[src/rtl/counter_bank.sv]
// -----------------------------------------------------------------------------
// counter_bank
//
// Bank of NUM_CH independent loadable counters. Each counter has its own enable,
// load strobe, load value, limit value and 2-bit mode:
//   00 up-saturate, 01 up-wrap, 10 down-saturate, 11 down-wrap.
// A shared snapshot port captures every channel's count in the same cycle and
// holds the captured values until the consumer acknowledges them.
//
// Ports
//   clk           sole clock, rising edge
//   rst           synchronous active-high reset
//   cnt_en        per-channel count enable
//   load          per-channel load strobe (takes priority over counting)
//   load_cnt      per-channel load value, channel i at [i*COUNT_WIDTH +: COUNT_WIDTH]
//   max_cnt       per-channel limit value, same packing
//   mode          per-channel mode, channel i at [2i +: 2]
//   count_out     per-channel count registers, same packing
//   terminal_cnt  per-channel level flag: count sits at its terminal value
//   tc_pulse      per-channel one-cycle flag: a count step reached terminal
//   snap_req      request to capture all counts
//   snap_ack      consumer acknowledge of the held snapshot
//   snap_valid    a snapshot is held
//   snap_out      captured counts, same packing as count_out
// -----------------------------------------------------------------------------
module counter_bank #(
    parameter int NUM_CH      = 4,
    parameter int COUNT_WIDTH = 32
) (
    input  logic                          clk,
    input  logic                          rst,
    input  logic [NUM_CH-1:0]             cnt_en,
    input  logic [NUM_CH-1:0]             load,
    input  logic [NUM_CH*COUNT_WIDTH-1:0] load_cnt,
    input  logic [NUM_CH*COUNT_WIDTH-1:0] max_cnt,
    input  logic [2*NUM_CH-1:0]           mode,
    output logic [NUM_CH*COUNT_WIDTH-1:0] count_out,
    output logic [NUM_CH-1:0]             terminal_cnt,
    output logic [NUM_CH-1:0]             tc_pulse,
    input  logic                          snap_req,
    input  logic                          snap_ack,
    output logic                          snap_valid,
    output logic [NUM_CH*COUNT_WIDTH-1:0] snap_out
);

    localparam logic [COUNT_WIDTH-1:0] CNT_ONE  = COUNT_WIDTH'(1);
    localparam logic [COUNT_WIDTH-1:0] CNT_ZERO = '0;

    // -------------------------------------------------------------------------
    // Per-channel counters
    // -------------------------------------------------------------------------
    genvar gi;
    generate
        for (gi = 0; gi < NUM_CH; gi++) begin : g_ch
            logic [COUNT_WIDTH-1:0] cnt_reg;
            logic [COUNT_WIDTH-1:0] cnt_next;
            logic [COUNT_WIDTH-1:0] step_val;
            logic [COUNT_WIDTH-1:0] max_val;
            logic [COUNT_WIDTH-1:0] ld_val;
            logic [1:0]             md;
            logic                   step;
            logic                   lands_on_term;
            logic                   tc_reg;
            logic                   tc_next;

            assign max_val = max_cnt[gi*COUNT_WIDTH +: COUNT_WIDTH];
            assign ld_val  = load_cnt[gi*COUNT_WIDTH +: COUNT_WIDTH];
            assign md      = mode[2*gi +: 2];
            assign step    = cnt_en[gi] & ~load[gi];

            // Value a step would produce. The up-count increments are only taken
            // while cnt < max, so they can never pass through 2^COUNT_WIDTH; the
            // decrements are only taken while cnt > 0.
            always_comb begin
                step_val = cnt_reg;
                case (md)
                    2'b00: begin
                        if (cnt_reg < max_val) begin
                            step_val = cnt_reg + CNT_ONE;
                        end
                    end
                    2'b01: begin
                        if (cnt_reg >= max_val) begin
                            step_val = CNT_ZERO;
                        end else begin
                            step_val = cnt_reg + CNT_ONE;
                        end
                    end
                    2'b10: begin
                        if (cnt_reg != CNT_ZERO) begin
                            step_val = cnt_reg - CNT_ONE;
                        end
                    end
                    default: begin
                        if (cnt_reg == CNT_ZERO) begin
                            step_val = max_val;
                        end else begin
                            step_val = cnt_reg - CNT_ONE;
                        end
                    end
                endcase
            end

            // Terminal is 0 for the down modes and max_cnt for the up modes.
            assign lands_on_term = md[1] ? (step_val == CNT_ZERO)
                                         : (step_val == max_val);

            // Load wins over a step and never pulses. Wrap modes pulse on every
            // step that lands on terminal; saturating modes pulse only when the
            // count actually moved, so a hold at the limit stays quiet.
            always_comb begin
                cnt_next = cnt_reg;
                tc_next  = 1'b0;
                if (load[gi]) begin
                    cnt_next = ld_val;
                end else if (step) begin
                    cnt_next = step_val;
                    tc_next  = lands_on_term & (md[0] | (step_val != cnt_reg));
                end
            end

            always_ff @(posedge clk) begin
                if (rst) begin
                    cnt_reg <= CNT_ZERO;
                    tc_reg  <= 1'b0;
                end else begin
                    cnt_reg <= cnt_next;
                    tc_reg  <= tc_next;
                end
            end

            assign count_out[gi*COUNT_WIDTH +: COUNT_WIDTH] = cnt_reg;
            assign terminal_cnt[gi] = md[1] ? (cnt_reg == CNT_ZERO)
                                            : (cnt_reg == max_val);
            assign tc_pulse[gi]     = tc_reg;
        end
    endgenerate

    // -------------------------------------------------------------------------
    // Snapshot: a request is accepted when nothing is held, or when the held
    // snapshot is being acknowledged in the same cycle (back-to-back capture).
    // snap_out only changes on a capture, so it is stable while snap_valid=1.
    // -------------------------------------------------------------------------
    logic                          snap_valid_reg;
    logic                          snap_valid_next;
    logic [NUM_CH*COUNT_WIDTH-1:0] snap_out_reg;
    logic [NUM_CH*COUNT_WIDTH-1:0] snap_out_next;
    logic                          snap_capture;

    assign snap_capture = snap_req & (~snap_valid_reg | snap_ack);

    always_comb begin
        snap_valid_next = snap_valid_reg;
        snap_out_next   = snap_out_reg;
        if (snap_capture) begin
            snap_valid_next = 1'b1;
            snap_out_next   = count_out;
        end else if (snap_ack) begin
            snap_valid_next = 1'b0;
        end
    end

    always_ff @(posedge clk) begin
        if (rst) begin
            snap_valid_reg <= 1'b0;
            snap_out_reg   <= '0;
        end else begin
            snap_valid_reg <= snap_valid_next;
            snap_out_reg   <= snap_out_next;
        end
    end

    assign snap_valid = snap_valid_reg;
    assign snap_out   = snap_out_reg;

endmodule

[config.mk]
export PLATFORM = sky130hd
export DESIGN_NAME = counter_bank
export DESIGN_NICKNAME = d
export VERILOG_FILES = /design/src/rtl/counter_bank.sv
export SDC_FILE = /design/constraint.sdc
export NUM_CORES = 1
export LEC_CHECK = 0
export CORE_MARGIN = 2
export CORE_UTILIZATION = 37
export DETAILED_ROUTE_END_ITERATION = 8
export PLACE_DENSITY = 0.62
export SYNTH_ARGS = -nofsm -noshare
export SYNTH_HDL_FRONTEND = slang
export SYNTH_SLANG_ARGS = --single-unit
export TNS_END_PERCENT = 20
[constraint.sdc]
create_clock -name clk -period 5.47 [get_ports clk]
set_clock_uncertainty 0.1 [all_clocks]
set_input_delay 1.094 -clock clk [delete_from_list [all_inputs] [get_ports clk]]
set_output_delay 1.094 -clock clk [all_outputs]
set_load 0.005 [all_outputs]
* Word level (Yosys, flattened, before mapping) *
Index checks and enable logic that the tools add are counted.

storage, ports and cells
  logic and storage cells = 132
  bits of input ports = 276
  bits in registers = 261
  output and inout bits = 265

operators by class
  bitwise logic cells = 23
  reductions and logical operators = 25
  add/sub/neg operators = 8
  $lt $le $gt $ge = 8
  equal/unequal tests = 20
  muxes and demuxes = 38

operator list
  cell                   count
  $mux 32                24
  $pmux 32 s3            4
  $eq 32x32->1           8
  $logic_not 32->1       8
  $add 32x1->32 const B  4
  $ge 32x32->1           4
  $lt 32x32->1           4
  $ne 32x32->1           4
  $reduce_bool 32->1     4
  $sub 32x1->32 const B  4
  $reduce_or 3->1        4
  $mux 1                 10
  $reduce_bool 2->1      5
  $and 1x1->1            9
  $not 1->1              9
  $eq 2x1->1 const B     4
  $eq 2x2->1 const B     4
  $logic_not 2->1        4
  $or 1x1->1             5

* Depth between registers and ports, before layout *
  depth after elaboration = 6
  mapped depth = 17
  mapped depth without buffers = 14

* Worst setup path after synthesis *
OpenSTA, ideal clock, no wires.

  kind = input port to flip-flop
  from = input max_cnt[46]
  to = register g_ch[1].tc_reg
  setup slack = 833 ps
  data arrival time = 4467 ps
  library setup time = 70 ps
  stages on the path = 14
  path buffers = 0
  required time = 5300 ps
  cells stage by stage = inv_1 > ha_1 > nand4_1 > nor4_2 > a21bo_2 > a311oi_2 > nor2_1 > a311oi_1 > xor2_1 > a2111o_1 > or4_1 > nor4_1 > nand4_1 > a21oi_1

on the way
  cells in the longest elaborated chain, start to end = 6
  elaborated cells between the ends (all ways) = 12
  those cells by class = 2 x order compare; 2 x eq/ne; 5 x mux; 2 x bitwise; 1 x reduce/logical

ends and longest elaborated chain
  what                                                 line      text
  start, declared                                      35        input logic [NUM_CH*COUNT_WIDTH-1:0] max_cnt,
  $ge 32x32->1 / $lt 32x32->1 (equally long branches)  83, 78
  $mux 32 (on tied branches)                           83, 78
  $pmux 32 s3                                          76        case (md)
  $eq 32x32->1, or another cell as far along           106       : (step_val == max_val);
  $mux 1 / $or 1x1->1 (equally long branches)          105, 118
  $and 1x1->1 *                                        118       tc_next = lands_on_term & (md[0] | (step_val != cnt_reg));
  end signal, assigned                                 128       tc_reg <= tc_next;
  end, declared                                        63        logic tc_reg;

Mark *: on every way between the ends. The rest lies on a longest branch, timed or not.
A chain may end at the register's enable or synchronous reset.

* Worst setup path after layout *
  from = input max_cnt[94]
  to = register g_ch[2].tc_reg

on the way
  cells in the longest elaborated chain, start to end = 6
  elaborated cells between the ends (all ways) = 12
  those cells by class = 2 x order compare; 2 x eq/ne; 5 x mux; 2 x bitwise; 1 x reduce/logical

ends and longest elaborated chain
  what                                                 line
  $ge 32x32->1 / $lt 32x32->1 (equally long branches)  83, 78
  $mux 32 (on tied branches)                           83, 78
  $pmux 32 s3                                          76
  $eq 32x32->1, or another cell as far along           106
  $mux 1 / $or 1x1->1 (equally long branches)          105, 118
  $and 1x1->1 *                                        118
  end signal, assigned                                 128
  end, declared                                        63

Marks and branches as above.

==> impl_metrics.prom <==
# TYPE chip_impl_metric gauge
chip_impl_metric{name="route.detailed.drc",unit=""} 0
chip_impl_metric{name="number_of_flops_mapped_to_enable_cells_by_yosys",unit=""} 0
chip_impl_info{name="synth_common_cells",value="nand2_1 (507), a21oi_1 (461), nor2_1 (456)"} 1
chip_impl_metric{name="ioPinCount",unit=""} 541
chip_impl_info{name="crit_path_cell_trace",value="clkdlybuf4s50_1 > inv_1 > ha_1 > nand4_1 > nor4_4 > buf_4 > o311a_1 > o21ai_1 > buf_4 > buf_4 > a31oi_1 > a21oi_1 > a2111oi_0 > buf_4 > nand4_1 > or4_1 > o31ai_1"} 1
chip_impl_info{name="timing.rr.end",value="g_ch[2].tc_reg"} 1
chip_impl_metric{name="die-area",unit="µm²"} 74600
chip_impl_info{name="regToRegStartpoint",value="g_ch[2].cnt_reg[26]"} 1
chip_impl_metric{name="worstSkewPairLatency",unit="ps"} 580
chip_impl_metric{name="post_cts_buffers",unit=""} 0
chip_impl_metric{name="grt_antenna_before_repair",unit=""} 8
chip_impl_info{name="critical-path-top-delay-family",value="compound AO/OA/AOI/OAI gates"} 1
chip_impl_info{name="flip_flop_cell_with_the_highest_count_after_synthesis",value="dfxtp_1"} 1
chip_impl_metric{name="synth.lib_cells_used.distinct",unit=""} 97
chip_impl_info{name="synth.most_common_cell",value="nand2_1"} 1
chip_impl_info{name="yosys-top-cells-area",value="dfxtp_1 (19%), a21oi_1 (8.6%), nand2_1 (7.1%)"} 1
chip_impl_metric{name="arrival",unit="ps"} 5630
chip_impl_metric{name="async_reset_ff_share",unit="%"} 0
chip_impl_metric{name="ant_nets",unit=""} 0
chip_impl_metric{name="route.final.wire_length",unit="µm"} 142000
chip_impl_metric{name="critPathMaxFanout",unit=""} 8
chip_impl_metric{name="relSlewSlack",unit="%"} 37.1
chip_impl_metric{name="timing.final.ws_setup",unit="ps"} 237
chip_impl_metric{name="final_design_area_no_fill",unit="µm²"} 36300
chip_impl_metric{name="viasPerCell",unit=""} 6.17
chip_impl_metric{name="start_util",unit="%"} 37.4
chip_impl_metric{name="hpwlAfterDp",unit="µm"} 110000
chip_impl_metric{name="nNetsFinal",unit=""} 5056
chip_impl_metric{name="first_global_vias",unit=""} 32187
chip_impl_metric{name="vias",unit=""} 34647
chip_impl_info{name="timing.critical_path.from_type",value="input pin"} 1
chip_impl_metric{name="maxClockFrequency",unit="MHz"} 191
chip_impl_metric{name="synth_area",unit="µm²"} 26800
chip_impl_metric{name="fp-row-count",unit=""} 98
chip_impl_metric{name="layout-drive-gt1-share",unit="%"} 11.9
chip_impl_info{name="worst_setup_startpoint",value="max_cnt[94]"} 1
chip_impl_metric{name="power_density",unit="nW/µm²"} 208
chip_impl_metric{name="die_x",unit="µm"} 273
chip_impl_metric{name="detailedPlace.worstSlack",unit="ps"} -224
chip_impl_metric{name="crit_required",unit="ps"} 5870
chip_impl_info{name="rsz0062_at_grt",value="false"} 1
chip_impl_metric{name="worst_r2r_path_depth",unit=""} 13
chip_impl_metric{name="drt-wirelength-per-cell",unit="µm"} 25.3
chip_impl_metric{name="register_bit_total_from_synthesis",unit=""} 261
chip_impl_metric{name="ctsLongestPathBuffers",unit=""} 3
chip_impl_metric{name="leakagePower",unit="nW"} 14.2
chip_impl_metric{name="globalplace.congestion",unit=""} 1.11
chip_impl_info{name="cp-endpoint",value="g_ch[2].tc_reg"} 1
chip_impl_info{name="critical_path.slowest_cell",value="a2111oi_0"} 1
chip_impl_metric{name="netlist_instances",unit=""} 3998
chip_impl_metric{name="die_h",unit="µm"} 273
chip_impl_metric{name="critical_path.max_stage_delay",unit="ps"} 760
chip_impl_metric{name="io_buffers",unit=""} 540
chip_impl_metric{name="worst-path-stages",unit=""} 17
chip_impl_metric{name="cts_hold_repair.buffers",unit=""} 0
chip_impl_metric{name="synth_fp_nets",unit=""} 4414
chip_impl_metric{name="finalHoldViolations",unit=""} 0
chip_impl_metric{name="post-synth-top-area-fraction",unit="%"} 19.5
chip_impl_metric{name="global_route_usage_over_all_layers",unit="%"} 36.2
chip_impl_metric{name="global_route_wire_length_before_repair",unit="µm"} 208000
chip_impl_info{name="timing_worst_setup_path_type",value="in -> reg"} 1
chip_impl_metric{name="syn_to_final_growth",unit="%"} 35.4
chip_impl_info{name="clock-root-buffer",value="clkbuf_16"} 1
chip_impl_metric{name="ys_seq_area_share",unit="%"} 19.5
chip_impl_metric{name="timing_max_transition_violations_final",unit=""} 0
chip_impl_metric{name="power",unit="mW"} 7.55
chip_impl_metric{name="post_cts.resized_instances",unit=""} 0
chip_impl_metric{name="maxCapViolCount",unit=""} 0
chip_impl_info{name="setup.worst_path.end_class",value="flop"} 1
chip_impl_metric{name="worstPathBufferInverterCount",unit=""} 6
chip_impl_metric{name="cts-buffers-inserted",unit=""} 34
chip_impl_metric{name="irDropWorstVdd",unit="mV"} 0.239
chip_impl_metric{name="grt_max_degree",unit=""} 82
chip_impl_metric{name="number_of_h_tree_levels",unit=""} 2
chip_impl_info{name="most_frequent_cp_cell",value="buf_4"} 1
chip_impl_info{name="outcome",value="completed"} 1
chip_impl_metric{name="timing.final.setup_violations",unit=""} 0
chip_impl_info{name="hold_path_class",value="reg -> reg"} 1
chip_impl_metric{name="tightestPinTransition",unit="ps"} 943
chip_impl_metric{name="filler_cell_count",unit=""} 7236
chip_impl_metric{name="period_minus_slack",unit="ps"} 5230
chip_impl_metric{name="post_dp_cell_area",unit="µm²"} 35100
chip_impl_metric{name="drtPass1Iterations",unit=""} 6
chip_impl_info{name="synth_top_area_cell",value="dfxtp_1"} 1
chip_impl_info{name="tritoncts_clock_tree",value="built"} 1
chip_impl_metric{name="grt.overflow.total",unit=""} 0
chip_impl_metric{name="core-area",unit="µm²"} 71600
chip_impl_metric{name="yosys_warnings",unit=""} 0
chip_impl_metric{name="drt-initial-drc-count",unit=""} 4205
chip_impl_metric{name="setup.reg_to_reg.worst_slack",unit="ps"} 680
chip_impl_metric{name="cts_sinks",unit=""} 261
chip_impl_metric{name="fin_crit_sh",unit="%"} 95.7
chip_impl_metric{name="cts.clk_slew.worst_paths",unit="ps"} 70
chip_impl_metric{name="synth.avg_cell_area",unit="µm²"} 6.70
==> kinds of logic (layout without fill, tap and decap cells) <==
kind of cell               count (synthesis)  count (layout)  share of synthesized area (%)
buffers and inverters                    508            1175                           7.44
DFF                                      261             261                           19.5
muxes                                     66              66                           2.50
and+or+nand+nor                         1678            1678                           30.3
adders and majority gates                140             140                           6.53
other                                      0               3                              0
AOI/OAI and AO/OA                       1144            1144                           27.1
xor gates and xnor gates                 201             201                           6.57
==> how the worst min path moves through the flow <==
stage / startpoint / endpoint / cells after the start
final: snap_out[10] / snap_out[10] / 2
after global routing: snap_out[32] / snap_out[32] / 2
after CTS: snap_out[5] / snap_out[5] / 2
after detailed placement: snap_out[5] / snap_out[5] / 2
after global placement: snap_out[7] / snap_out[7] / 2
after floorplan: snap_out[0] / snap_out[0] / 2
==> area by class of cell <==
class                           count  area, µm²  area share [%]
Antenna cell                        3       7.51          0.0207
Clock buffer                       46        966            2.66
Clock inverter                     15        201           0.555
Inverter                          165        619            1.71
Multi-Input combinational cell   3229      19600            54.0
Sequential cell                   261       5230            14.4
Tap cell                          950       1190            3.27
Timing Repair Buffer              949       8480            23.4
==> worst min-delay path: stages (launching register included) <==
cell	delay [ps]
dfxtp_1	300
nand2_1	50
a21oi_1	50
==> power by group <==
part	internal (mW)	total (mW)	switching [mW]
registers	2.00	2.24	0.234
logic	1.25	2.91	1.66
clock network	1.43	2.41	0.974
total	4.69	7.55	2.86
==> stage by stage <==
step / hold slack (ps) / std cells / setup TNS, ps / utilization, %
floorplan: 353 / 3998 / 0 / -
global placement: 341 / 5554 / -306 / 49.1
detailed placement: 345 / 5554 / -365 / 49.1
CTS: 353 / 5615 / 0 / 50.7
global route: 368 / 5618 / 0 / 50.7
finish: 351 / 5618 / 0 / 50.7
==> layout by cell type (no fill, tap or decap), types with 28 or more instances in the layout <==
master,netlist,layout
nand2_1,507,506
clkdlybuf4s50_1,0,531
or3_1,28,28
nor3_1,132,132
nand3_1,132,132
mux2i_1,59,59
xor2_1,52,52
nor2_1,456,456
dfxtp_1,261,261
inv_1,163,163
or4_1,31,31
a211oi_1,81,81
clkbuf_16,0,34
a31oi_1,68,67
xnor2_1,149,149
nand4_1,103,103
o31ai_1,38,38
o211ai_1,34,34
a21oi_1,461,461
and3_1,58,58
o21ai_0,170,169
buf_4,7,406
nor4_1,78,78
ha_1,140,140
==> metal layers <==
| layer | track usage (%) | wire length [µm] |
|---|---|---|
| met5 | 0 | 69 |
| met4 | 18.1 | 8080 |
| met3 | 6.77 | 14300 |
| met2 | 56.6 | 62200 |
| met1 | 47.6 | 57500 |
Power figures use the tool's default switching activity.
